File: config.mk
export PLATFORM = sky130hd
export DESIGN_NAME = mem_access_unit
export DESIGN_NICKNAME = d
export VERILOG_FILES = /design/src/rtl/mem_access_unit.sv
export SDC_FILE = /design/constraint.sdc
export NUM_CORES = 1
export LEC_CHECK = 0
export BUFFER_PORTS_ARGS = -buffer_cell sky130_fd_sc_hd__clkbuf_2
export CAP_MARGIN = 20
export CORE_UTILIZATION = 47
export CTS_CLUSTER_SIZE = 8
export DETAILED_ROUTE_END_ITERATION = 12
export GPL_ROUTABILITY_DRIVEN = 0
export GPL_TIMING_DRIVEN = 0
export PLACE_DENSITY = 0.84
export REMOVE_ABC_BUFFERS = 1
export SLEW_MARGIN = 20
export SYNTH_ARGS = -nofsm -noshare
export SYNTH_HDL_FRONTEND = slang
export SYNTH_SLANG_ARGS = --single-unit
File: constraint.sdc
create_clock -name i_clock -period 2.2 [get_ports i_clock]
set_input_delay 0.11 -clock i_clock [delete_from_list [all_inputs] [get_ports i_clock]]
set_output_delay 0.11 -clock i_clock [all_outputs]
set_load 0.01 [all_outputs]
File: src/rtl/mem_access_unit.sv
// rtl/mem_access_unit.sv - load/store initiator for a word-wide data memory
module mem_access_unit #(
    parameter int DATA_WIDTH = 32,
    parameter int ADDR_WIDTH = 32
) (
    input  logic                  i_clock,
    input  logic                  i_reset,
    input  logic                  i_req,
    output logic                  o_ready,
    input  logic [ADDR_WIDTH-1:0] i_addr,
    input  logic                  i_we,
    input  logic [1:0]            i_size,
    input  logic                  i_unsigned,
    input  logic [DATA_WIDTH-1:0] i_wdata,
    output logic                  o_rvalid,
    output logic                  o_err,
    output logic [DATA_WIDTH-1:0] o_rdata,
    output logic [ADDR_WIDTH-1:0] o_mem_addr,
    output logic                  o_mem_we,
    output logic [DATA_WIDTH-1:0] o_mem_wdata,
    input  logic [DATA_WIDTH-1:0] i_mem_rdata
);

    typedef enum logic [2:0] {
        S_IDLE,
        S_LOAD,
        S_RMW,
        S_WRITE,
        S_DONE
    } state_t;

    state_t state, next_state;

    logic [1:0]  addr_lo;
    logic [1:0]  size_q;
    logic        unsigned_q;
    logic [15:0] wdata_lo;
    logic        err_q;

    logic                  accept;
    logic                  req_err;
    logic [7:0]            byte_lane;
    logic [15:0]           half_lane;
    logic [DATA_WIDTH-1:0] load_val;
    logic [DATA_WIDTH-1:0] merged;

    assign accept  = i_req && (state == S_IDLE);
    assign req_err = (i_size == 2'b11) ||
                     (i_size == 2'b01 && i_addr[0]) ||
                     (i_size == 2'b10 && i_addr[1:0] != 2'b00);

    assign o_ready  = (state == S_IDLE);
    assign o_mem_we = (state == S_WRITE);
    assign o_rvalid = (state == S_DONE);
    assign o_err    = (state == S_DONE) && err_q;

    always_ff @(posedge i_clock or negedge i_reset) begin
        if (!i_reset) begin
            state <= S_IDLE;
        end else begin
            state <= next_state;
        end
    end

    always_comb begin
        next_state = state;
        case (state)
            S_IDLE: begin
                if (i_req) begin
                    if (req_err)                 next_state = S_DONE;
                    else if (!i_we)              next_state = S_LOAD;
                    else if (i_size == 2'b10)    next_state = S_WRITE;
                    else                         next_state = S_RMW;
                end
            end
            S_LOAD:  next_state = S_DONE;
            S_RMW:   next_state = S_WRITE;
            S_WRITE: next_state = S_DONE;
            S_DONE:  next_state = S_IDLE;
            default: next_state = S_IDLE;
        endcase
    end

    // Lane extraction for loads and lane replacement for sub-word stores
    always_comb begin
        byte_lane = i_mem_rdata[{addr_lo, 3'b000} +: 8];
        half_lane = i_mem_rdata[{addr_lo[1], 4'b0000} +: 16];
        load_val  = i_mem_rdata;
        merged    = i_mem_rdata;
        case (size_q)
            2'b00: begin
                load_val = unsigned_q ? {{(DATA_WIDTH-8){1'b0}}, byte_lane}
                                      : {{(DATA_WIDTH-8){byte_lane[7]}}, byte_lane};
                merged[{addr_lo, 3'b000} +: 8] = wdata_lo[7:0];
            end
            2'b01: begin
                load_val = unsigned_q ? {{(DATA_WIDTH-16){1'b0}}, half_lane}
                                      : {{(DATA_WIDTH-16){half_lane[15]}}, half_lane};
                merged[{addr_lo[1], 4'b0000} +: 16] = wdata_lo;
            end
            default: begin
                load_val = i_mem_rdata;
                merged   = i_mem_rdata;
            end
        endcase
    end

    always_ff @(posedge i_clock or negedge i_reset) begin
        if (!i_reset) begin
            addr_lo     <= '0;
            size_q      <= '0;
            unsigned_q  <= 1'b0;
            wdata_lo    <= '0;
            err_q       <= 1'b0;
            o_rdata     <= '0;
            o_mem_addr  <= '0;
            o_mem_wdata <= '0;
        end else begin
            if (accept) begin
                addr_lo    <= i_addr[1:0];
                size_q     <= i_size;
                unsigned_q <= i_unsigned;
                wdata_lo   <= i_wdata[15:0];
                err_q      <= req_err;
                o_mem_addr <= {i_addr[ADDR_WIDTH-1:2], 2'b00};
                if (i_we && i_size == 2'b10 && !req_err) begin
                    o_mem_wdata <= i_wdata;
                end
            end
            if (state == S_LOAD) begin
                o_rdata <= load_val;
            end
            if (state == S_RMW) begin
                o_mem_wdata <= merged;
            end
        end
    end

endmodule

==> Implementation_results.wiki, run 1 <==
{| class="wikitable"
! Metric !! Value
|-
| Total Negative Setup Slacks || 0 ps
|-
| Highest fanout seen on the critical path || 14
|-
| Post-route DRC violation count || 0
|-
| Max-cap viol count || 0
|-
| Height of the chip || 119 um
|-
| Area enclosed by the die boundary || 0.0142 mm2
|-
| Footprint of the multi-input gates || 0.00327 mm2
|-
| Chip Width || 119 um
|-
| DRT Wirelength || 21400 um
|-
| Post-placement setup slack || -882 ps
|-
| CP required || 2540 ps
|-
| Clock tree from TritonCTS || yes
|-
| Worst relative slew slack || 0.464
|-
| Filler Cell Count || 929
|-
| Register bit count reported by yosys || 119
|-
| Number of buffers created by CTS || 17
|-
| Share of flip-flops with an asynchronous set or reset after synthesis || 1.00
|-
| Switching power of the nets || 5.51 mW
|-
| Top_reg_cell synth || dfrtp_1
|-
| Total GRT Usage || 0.307
|-
| Cell count after placement || 945
|-
| Clock latency at the later pin of the worst-skew pair || 430 ps
|-
| Synthesized area || 0.00643 mm2
|-
| Top-count cell post-synth || dfrtp_1
|-
| Number of enable-type register cells in the synthesized netlist || 0
|-
| Maximum number of pins on one net before global-route repair || 70
|-
| Max H-tree Level || 4
|-
| Detailed placer's ending HPWL || 13800 um
|-
| Number of global-route vias before repair || 6292
|-
| Sequential Power Share || 0.326
|-
| Final-stage net count || 978
|-
| Power per unit of standard cell area || 1500 mW/mm2
|-
| TritonCTS sink count || 119
|-
| Transition time at the pin with the least slew margin || 797 ps
|-
| Hold path depth || 3
|-
| Effective utilization at floorplan || 0.484
|-
| Outcome || finished clean
|-
| Initial DRC Count || 553
|-
| Area growth, synth to finish || 41.5%
|-
| Share of the clock period used by the worst path || 0.985
|-
| Clock transition at the register clock pins on the worst setup and hold paths after CTS || 60 ps
|-
| Final instance area || 0.00910 mm2
|-
| Quantity of I/O buffers inserted on ports || 200
|-
| Peak ir drop on the vdd network || 780 uV
|-
| Top cells by count, synth || 119 x dfrtp_1, 58 x mux2_2, 47 x a21oi_1, 44 x nand2_1, 30 x nor2_1
|-
| Final worst-path setup slack || 32.7 ps
|-
| Worst setup EP type || register
|-
| Global-route wire length before repair || 33400 um
|-
| First-pass iteration count of the detailed router || 5
|-
| Clock share of power || 0.207
|-
| Total number of placement rows || 42
|-
| Overflow left after global routing || 0
|-
| Avg Vias per Cell || 5.88
|-
| Number of I/O pins || 203
|-
| Area share of the largest cell type after synthesis || 0.463
|-
| Maximum clock skew at final layout || 10.5 ps
|-
| Proportion of layout cells with a drive suffix above 1 || 0.398
|-
| Max Root-Sink Buffers || 2
|-
| Final critical delay including setup and external delays || 2170 ps
|-
| Cell-internal power || 8.11 mW
|-
| Standby leakage power || 4.06 nW
|-
| Final Hold Vio Count || 0
|-
| Switching share of total power || 0.404
|-
| Wire per inst || 20.2 um
|-
| Initial antenna violation count || 0
|-
| Mean post-synth cell area || 10.5 um2
|-
| Largest area contributor in the netlist || dfrtp_1
|-
| Unrepaired setup endpoints after global routing || yes
|-
| Critical path launch point type || register
|-
| Antenna fix cells || 0
|-
| Core region area || 0.0133 mm2
|-
| Leading cell types by total area after synthesis || dfrtp_1 46%, mux2_2 10%, mux2i_1 4.2%
|-
| Number of cells on the worst reg-to-reg path || 6
|-
| Post-synthesis instance total || 611
|-
| Routed vias || 6227
|-
| Post-Layout Cell Count || 1059
|-
| Hold WC Path Type || in2reg
|-
| Post-synthesis cell type count || 55
|-
| Portion of the post-synthesis area used by sequential elements || 0.463
|-
| Type of the setup path with the least slack || reg2reg
|-
| Post-layout power || 13.6 mW
|-
| Yosys warnings || 0
|-
| Number of nets with antenna violations after detailed routing || 0
|-
| Share of power burned in combinational logic || 0.467
|-
| Final Max Tran Viols || 0
|-
| Clock root buffer || clkbuf_16
|-
| Highest clock frequency the design can meet || 461 MHz
|-
| Area occupied by registers || 0.00299 mm2
|-
| Data arrival, critical path || 2500 ps
|-
| Cell area after placement || 0.00758 mm2
|-
| # setup viols final || 0
|}
==> placed cells by master (no fill, tap or decap), drive strengths merged, types with 2 or more instances in the layout <==
master	count
nand3b	7
a22o	9
o211ai	3
mux2i	27
clkbuf	224
a2111oi	13
dfrtp	119
conb	2
o2bb2ai	21
inv	6
bufinv	2
nor4b	3
nand3	29
a211oi	9
a21oi	47
dlygate4sd3	73
ha	5
clkinv	5
buf	21
o21bai	3
nor2b	11
nor2	31
a32o	2
a21o	7
nor3b	7
a31oi	5
a22oi	8
o21ai	15
or3b	8
nand2b	7
mux2	58
and3	2
a221oi	10
a222oi	7
nor3	14
a41o	7
clkinvlp	2
nand2	44
==> worst paths after layout <==
kind                                       from         endpoint  slack, ps
worst max-delay path                 addr_lo[1]  o_mem_wdata[13]         30
worst min-delay path                i_wdata[19]  o_mem_wdata[19]         20
worst max register to register       addr_lo[1]  o_mem_wdata[13]         30
worst min register to register  o_mem_wdata[28]  o_mem_wdata[28]        480
max in group asynchronous               i_reset       addr_lo[1]       1280
min in group asynchronous               i_reset   o_mem_addr[24]        200
==> critical path: stages (launching register included) <==
cell	delay, ps
dfrtp_4	500
clkinvlp_4	170
ha_4	240
or4_4	590
nor2_4	260
a221oi_1	150
o2bb2ai_1	180
==> per-layer routing <==
metal	vias to the layer above	wire length, um	track usage
met1	3021	8480	0.386
li1	2819	-	-
met4	0	748	0.145
met5	-	0	0
met3	53	1920	0.0709
met2	334	10300	0.500
==> flip-flops by register name, indices dropped and copies added (netlist names) <==
name / flops
o_mem_wdata: 32
o_rdata: 32
o_mem_addr: 30
wdata_lo: 16
state: 3
addr_lo: 2
size_q: 2
err_q: 1
unsigned_q: 1
==> power groups by stage <==
stage	Sequential [mW]	Clock (mW)	Combinational [mW]
global placement	4.48	0	5.23
CTS	4.36	2.85	6.21
global route	4.56	2.95	6.87
detailed placement	4.43	0	5.78
floorplan	4.64	0	3.16
finish	4.44	2.83	6.36
==> logic make-up after synthesis <==
family / after synthesis / synth area share
AO/OA/AOI/OAI: 173 / 0.198
adder cells (fa/ha/maj): 5 / 0.00973
buffers and inverters: 62 / 0.0502
flip-flops: 119 / 0.463
multiplexers: 85 / 0.144
other: 1 / 0.000583
AND/OR/NAND/NOR: 166 / 0.135
==> through the flow <==
step / hold slack (ps) / util
detailed placement: 88.0 / 0.570
global route: 29.2 / 0.685
CTS: 1.69 / 0.679
global placement: 341 / 0.554
floorplan: -186 / -
finish: 24.4 / 0.685
==> area by class of cell <==
cell class | count | share of cell area
sequential | 119 | 0.328
timing repair buffer | 294 | 0.219
multi-input combinational | 431 | 0.359
tap | 176 | 0.0242
clock inverter | 8 | 0.0102
inverter | 7 | 0.00330
clock buffer | 24 | 0.0562
==> repair_timing <==
action,in CTS,in global routing
endpoints found under the hold margin,129,0
gates resized for setup,21,12
endpoints found under the setup margin,78,22
pin swaps,1,1
setup buffers,7,1
hold buffers,73,0
cloned,0,0
Note: power is estimated with default switching activity, not from simulation.
==> run 2: changes to the inputs <==
--- a/config.mk
+++ b/config.mk
@@ -7,5 +7,6 @@
 export LEC_CHECK = 0
+export ABC_AREA = 1
 export BUFFER_PORTS_ARGS = -buffer_cell sky130_fd_sc_hd__clkbuf_2
 export CAP_MARGIN = 20
-export CORE_UTILIZATION = 47
+export CORE_UTILIZATION = 48
 export CTS_CLUSTER_SIZE = 8
@@ -14,3 +15,3 @@
 export GPL_TIMING_DRIVEN = 0
-export PLACE_DENSITY = 0.84
+export PLACE_DENSITY = 0.85
 export REMOVE_ABC_BUFFERS = 1
--- a/constraint.sdc
+++ b/constraint.sdc
@@ -3,2 +3,2 @@
 set_output_delay 0.11 -clock i_clock [all_outputs]
-set_load 0.01 [all_outputs]
+set_load 0.1 [all_outputs]
==> run 2 against run 1 <==
Final cell count up 40%. Register-to-register slack gained 97 ps. Setup slack better by 74 ps. Critical path depth fell by 2. Global-route usage is 0.054 points higher. Maximum frequency up 3.5%. Sequential share of layout area is 1.2 points lower. Area after synthesis grew 10%.
==> Implementation_results.wiki, run 2 <==
{| class="wikitable"
! Metric !! Value
|-
| Routed vias || 7934 (+27%)
|-
| Final Max Tran Viols || 0 (unchanged)
|-
| Avg Vias per Cell || 5.34 (-9.1%)
|-
| Registers with the most flip-flops || o_mem_wdata x32, o_rdata x32, o_mem_addr x30
|-
| Most common cell after layout, fill and taps aside || nand2_1
|-
| Effective utilization at floorplan || 0.489 (+0.00521)
|-
| Top cells by count, synth || 510 x nand2_1, 119 x dfrtp_1, 86 x nor2_1, 58 x a21oi_1, 58 x o21ai_0
|-
| Final critical delay including setup and external delays || 2090 ps (-73.8 ps)
|-
| Area enclosed by the die boundary || 0.0152 mm2 (+7.7%)
|-
| Share of flip-flops with an asynchronous set or reset after synthesis || 1.00 (unchanged)
|-
| Top_reg_cell synth || dfrtp_1
|-
| Overflow left after global routing || 0 (unchanged)
|-
| Area growth, synth to finish || 33.5%
|-
| Portion of the post-synthesis area used by sequential elements || 0.421 (-0.0424)
|-
| Total number of placement rows || 44 (+4.8%)
|-
| Number of cells on the worst reg-to-reg path || 8 (+2)
|-
| Register bit count reported by yosys || 119 (unchanged)
|-
| Number of buffers created by CTS || 17 (unchanged)
|-
| Clock tree from TritonCTS || yes
|-
| Initial DRC Count || 760 (+37%)
|-
| Highest-count cells in the layout ignoring fill and taps || 508 x nand2_1, 198 x clkbuf_2, 115 x dfrtp_1, 85 x nor2_1, 58 x a21oi_1
|-
| Maximum number of pins on one net before global-route repair || 77 (+10%)
|-
| Highest clock frequency the design can meet || 478 MHz (+3.5%)
|-
| Reg-to-reg setup timing slack || 130 ps (+100 ps)
|-
| Total Negative Setup Slacks || 0 ps (unchanged)
|-
| Height of the chip || 123 um (+3.8%)
|-
| Worst hold margin || 20.6 ps (-3.83 ps)
|-
| CP required || 2090 ps (-450 ps)
|-
| Share of the clock period used by the worst path || 0.952 (-0.0336)
|-
| Post-synthesis instance total || 1059 (+73%)
|-
| # setup viols final || 0 (unchanged)
|-
| Yosys warnings || 0 (unchanged)
|-
| Number of enable-type register cells in the synthesized netlist || 0 (unchanged)
|-
| Reg-to-reg critical path startpoint || size_q[1]
|-
| Area occupied by registers || 0.00299 mm2 (about the same)
|-
| Area share of the largest cell type after synthesis || 0.421 (-0.0424)
|-
| Leading cell types by total area after synthesis || dfrtp_1 42%, nand2_1 27%, nor2_1 4.6%
|-
| Hold WC Path Type || in2reg
|-
| Unrepaired setup endpoints after global routing || no
|-
| Final-stage net count || 1396 (+43%)
|-
| Max Root-Sink Buffers || 2 (unchanged)
|-
| Post-synthesis cell type count || 28 (-49%)
|-
| Number of nets with antenna violations after detailed routing || 0 (unchanged)
|-
| Global-route wire length before repair || 35700 um (+6.8%)
|-
| Post-route DRC violation count || 0 (unchanged)
|-
| Final Hold Vio Count || 0 (unchanged)
|-
| Number of I/O pins || 203 (unchanged)
|-
| Proportion of layout cells with a drive suffix above 1 || 0.221 (-0.177)
|-
| Final worst-path setup slack || 107 ps (+73.8 ps)
|-
| Number of global-route vias before repair || 7193 (+14%)
|-
| Data arrival, critical path || 1980 ps (-520 ps)
|-
| Mean post-synth cell area || 6.69 um2 (-36%)
|-
| TritonCTS sink count || 119 (unchanged)
|-
| Total GRT Usage || 0.308 (+0.000537)
|-
| Antenna fix cells || 0 (unchanged)
|-
| Outcome || finished clean
|-
| Initial antenna violation count || 0 (unchanged)
|-
| Chip Width || 123 um (+3.8%)
|-
| Transition time at the pin with the least slew margin || 767 ps (-30.2 ps)
|-
| Detailed placer's ending HPWL || 14600 um (+6.3%)
|-
| Quantity of I/O buffers inserted on ports || 200 (unchanged)
|-
| Highest fanout seen on the critical path || 11 (-3)
|-
| Critical path launch point type || register
|-
| Synthesized area || 0.00708 mm2 (+10%)
|-
| Largest area contributor in the netlist || dfrtp_1
|-
| Top-count cell post-synth || nand2_1
|-
| Core region area || 0.0145 mm2 (+8.9%)
|-
| Hold path depth || 5 (+2)
|-
| Clock latency at the later pin of the worst-skew pair || 420 ps (about the same)
|-
| Clock root buffer || clkbuf_16
|-
| DRT Wirelength || 23100 um (+7.9%)
|-
| Wire per inst || 15.6 um (-23%)
|-
| Max H-tree Level || 4 (unchanged)
|-
| Worst setup EP type || output pin
|-
| Type of the setup path with the least slack || reg2out
|-
| Critical Path Start || state[0]
|-
| Worst relative slew slack || 0.488 (+0.0237)
|-
| R2R Path End || o_rdata[15]
|-
| Max-cap viol count || 0 (unchanged)
|-
| Clock transition at the register clock pins on the worst setup and hold paths after CTS || 50 ps (about the same)
|-
| First-pass iteration count of the detailed router || 5 (unchanged)
|-
| Footprint of the multi-input gates || 0.00362 mm2 (+11%)
|-
| Post-placement setup slack || -886 ps (-3.78 ps)
|-
| Filler Cell Count || 1236 (+33%)
|-
| Maximum clock skew at final layout || 9.66 ps (-0.881 ps)
|-
| Crit path capture || o_ready
|}
run 2: cell count changes after synthesis, moves of 13 or more:
| cell | before | now |
|---|---|---|
| nor2_1 | 30 | 86 |
| o2bb2ai_1 | 21 | 0 |
| mux2i_1 | 27 | 0 |
| a2111oi_0 | 13 | 0 |
| mux2_2 | 58 | 0 |
| o21ai_0 | 15 | 58 |
| inv_1 | 7 | 47 |
| or2_2 | 1 | 17 |
| nand3_1 | 29 | 42 |
| nand2_1 | 44 | 510 |
run 2: per-layer routing:
metal	vias to the layer above	track usage	wire (um)
met3	75	0.0770	2400
li1	3788	-	-
met4	0	0.133	733
met2	473	0.491	10500
met1	3598	0.395	9500
met5	-	0	0
run 2: kinds of logic after synthesis:
group,after synthesis,share of synthesized area
other cells,1,0.000530
compound gates,142,0.110
buf+inv,113,0.0772
flops,119,0.421
fa+ha+maj,5,0.00884
simple gates,679,0.382
run 2: worst max-delay path, cell delays in order, from the launching register on:
cell     delay, ps
dfrtp_1        430
nor2_4         290
nand2_1        260
inv_1          150
buf_2          440
run 2: through the flow:
stage	instance area, um2	instances	util
floorplan	6740	1001	-
global placement	7970	1385	0.551
detailed placement	8130	1390	0.562
CTS	9400	1481	0.649
global route	9450	1485	0.653
finish	9450	1485	0.653
run 2: how the worst min path moves through the flow:
stage	from	end	slack, ps
final	i_wdata[26]	o_mem_wdata[26]	20
after global routing	i_wdata[17]	o_mem_wdata[17]	50
after CTS	i_wdata[22]	o_mem_wdata[22]	6
after detailed placement	i_reset	o_mem_wdata[26]	70
after global placement	i_addr[6]	o_mem_addr[6]	310
after floorplan	i_reset	addr_lo[0]	-190
run 2: cell type report:
cell class,instances,area share
multi-input combinational,829,0.383
sequential,119,0.316
timing repair buffer,265,0.183
clock buffer,24,0.0510
inverter,54,0.0249
tap,184,0.0244
clock inverter,8,0.0154
timing repair inverter,2,0.00159
run 2: repair_timing:
action                                  in CTS  in global routing
endpoints found under the setup margin      96                 37
pin swaps                                    1                  0
setup buffers                                3                  3
gates cloned                                 2                  1
hold endpoints to repair                    96                  0
gates resized for setup                     21                 12
hold buffers                                54                  0
Power of run 2 is not shown: default switching activity piles up to over one toggle a cycle in this logic, so the estimate is an artifact.
==> run 3: changes to the inputs <==
CORE_UTILIZATION = 45   (was 48)
PLACE_DENSITY = 0.8   (was 0.85)
==> run 3 against run 2 <==
Global-route usage fell by 1.9 points. Clock-buffer cell count decreased by 4. Register-to-register slack got worse by 30 ps. Sequential cell count stayed put. Critical path type unchanged. Critical endpoint unchanged.
==> Implementation_results.wiki, run 3 (synthesis results as in run 2) <==
{| class="wikitable"
! Metric !! Value
|-
| TritonCTS sink count || 119 (unchanged)
|-
| Worst setup EP type || output pin
|-
| Total number of placement rows || 45 (+2.3%)
|-
| Number of buffers created by CTS || 17 (unchanged)
|-
| Max-cap viol count || 0 (unchanged)
|-
| Overflow left after global routing || 0 (unchanged)
|-
| Antenna fix cells || 0 (unchanged)
|-
| Critical path launch point type || register
|-
| Max Root-Sink Buffers || 2 (unchanged)
|-
| Chip Width || 127 um (+3.2%)
|-
| Clock root buffer || clkbuf_16
|-
| Cell count after placement || 1417 (+1.9%)
|-
| Clock tree from TritonCTS || yes
|-
| Height of the chip || 127 um (+3.2%)
|-
| # setup viols final || 0 (unchanged)
|-
| Post-route DRC violation count || 0 (unchanged)
|-
| Final-stage net count || 1395 (-0.072%)
|-
| Number of I/O pins || 203 (unchanged)
|-
| Maximum number of pins on one net before global-route repair || 66 (-14%)
|-
| Transition time at the pin with the least slew margin || 694 ps (-73.2 ps)
|-
| Routed vias || 7898 (-0.45%)
|-
| Filler Cell Count || 1375 (+11%)
|-
| Hold WC Path Type || in2reg
|-
| Proportion of layout cells with a drive suffix above 1 || 0.221 (about the same)
|-
| First-pass iteration count of the detailed router || 5 (unchanged)
|-
| Effective utilization at floorplan || 0.464 (-0.0250)
|-
| Number of nets with antenna violations after detailed routing || 0 (unchanged)
|-
| Data arrival, critical path || 2070 ps (+90 ps)
|-
| Type of the setup path with the least slack || reg2out
|-
| Worst relative slew slack || 0.537 (+0.0488)
|-
| Detailed placer's ending HPWL || 14800 um (+1.3%)
|-
| Number of global-route vias before repair || 7414 (+3.1%)
|-
| Global-route wire length before repair || 36700 um (+2.8%)
|-
| Share of the clock period used by the worst path || 0.992 (+0.0405)
|-
| Wire per inst || 15.3 um (-2.0%)
|-
| Final Max Tran Viols || 0 (unchanged)
|-
| Area enclosed by the die boundary || 0.0162 mm2 (+6.6%)
|-
| Registers with the most flip-flops || o_mem_wdata x32, o_rdata x32, o_mem_addr x30
|-
| Core region area || 0.0153 mm2 (+5.4%)
|-
| Number of cells on the worst reg-to-reg path || 8 (unchanged)
|-
| Clock latency at the later pin of the worst-skew pair || 430 ps (about the same)
|-
| Post-Layout Cell Count || 1511 (+1.8%)
|-
| Avg Vias per Cell || 5.23 (-2.2%)
|-
| Highest clock frequency the design can meet || 458 MHz (-4.1%)
|-
| Max H-tree Level || 4 (unchanged)
|-
| Outcome || finished clean
|-
| Highest fanout seen on the critical path || 11 (unchanged)
|-
| Reg-to-reg setup timing slack || 100 ps (-30 ps)
|-
| Highest-count cells in the layout ignoring fill and taps || 508 x nand2_1, 199 x clkbuf_2, 115 x dfrtp_1, 85 x nor2_1
|-
| Initial DRC Count || 647 (-15%)
|-
| Total GRT Usage || 0.289 (-0.0188)
|-
| CP required || 2090 ps (about the same)
|-
| DRT Wirelength || 23100 um (-0.24%)
|-
| Quantity of I/O buffers inserted on ports || 200 (unchanged)
|-
| Clock transition at the register clock pins on the worst setup and hold paths after CTS || 60 ps (about the same)
|-
| Final Hold Vio Count || 0 (unchanged)
|-
| Hold path depth || 5 (unchanged)
|-
| Area growth, synth to finish || 33.8%
|-
| Final critical delay including setup and external delays || 2180 ps (+89.1 ps)
|-
| Most common cell after layout, fill and taps aside || nand2_1
|-
| Maximum clock skew at final layout || 6.92 ps (-2.74 ps)
|-
| Initial antenna violation count || 0 (unchanged)
|}
run 3: area by class of cell:
class	count	area, um2	share of cell area
Inverter	54	235	0.0248
Timing Repair inverter	2	15.0	0.00159
Tap cell	211	264	0.0279
Clock buffer	20	437	0.0461
Sequential cell	119	2990	0.315
Timing Repair Buffer	264	1710	0.181
Clock inverter	12	201	0.0213
Multi-Input combinational cell	829	3620	0.382
run 3: timing repair:
item	CTS	global route
hold buffers	54	0
cloned	2	1
setup buffers	3	2
resized for setup	18	9
endpoints found under the setup margin	97	47
pin swaps	1	0
endpoints found under the hold margin	108	0
run 3: worst max-delay path: stages (launching register included):
cell and delay (ps):
dfrtp_1 430, nor2_4 320, nand2_1 270, inv_1 160, clkbuf_2 470
run 3: layer usage:
metal	up-vias	GRT usage	share of wire
li1	3783	-	-
met1	3568	0.376	0.42
met2	467	0.461	0.45
met3	80	0.0670	0.097
met4	0	0.126	0.037
met5	-	0	0
run 3: final timing paths:
path,endpoint,start
worst max-delay path,o_ready,state[0]
worst min-delay path,o_mem_wdata[21],i_wdata[21]
worst max register to register,o_mem_wdata[8],state[0]
worst min register to register,o_mem_addr[9],o_mem_addr[9]
max in group asynchronous,addr_lo[1],i_reset
min in group asynchronous,o_rdata[24],i_reset
run 3: metrics by stage:
stage	util	setup TNS [ps]	instance area (um2)	hold WS, ps	worst slack [ps]
after floorplan	-	-47690	6740	-186	-1360
after global placement	0.525	-280340	8010	310	-2030
after detailed placement	0.534	-48300	8150	111	-996
after CTS	0.617	0	9420	4.52	42.4
after global routing	0.621	-5.97	9470	26.9	-5.97
final	0.621	0	9470	10.5	17.5
Power of run 3 is left out for the same reason.
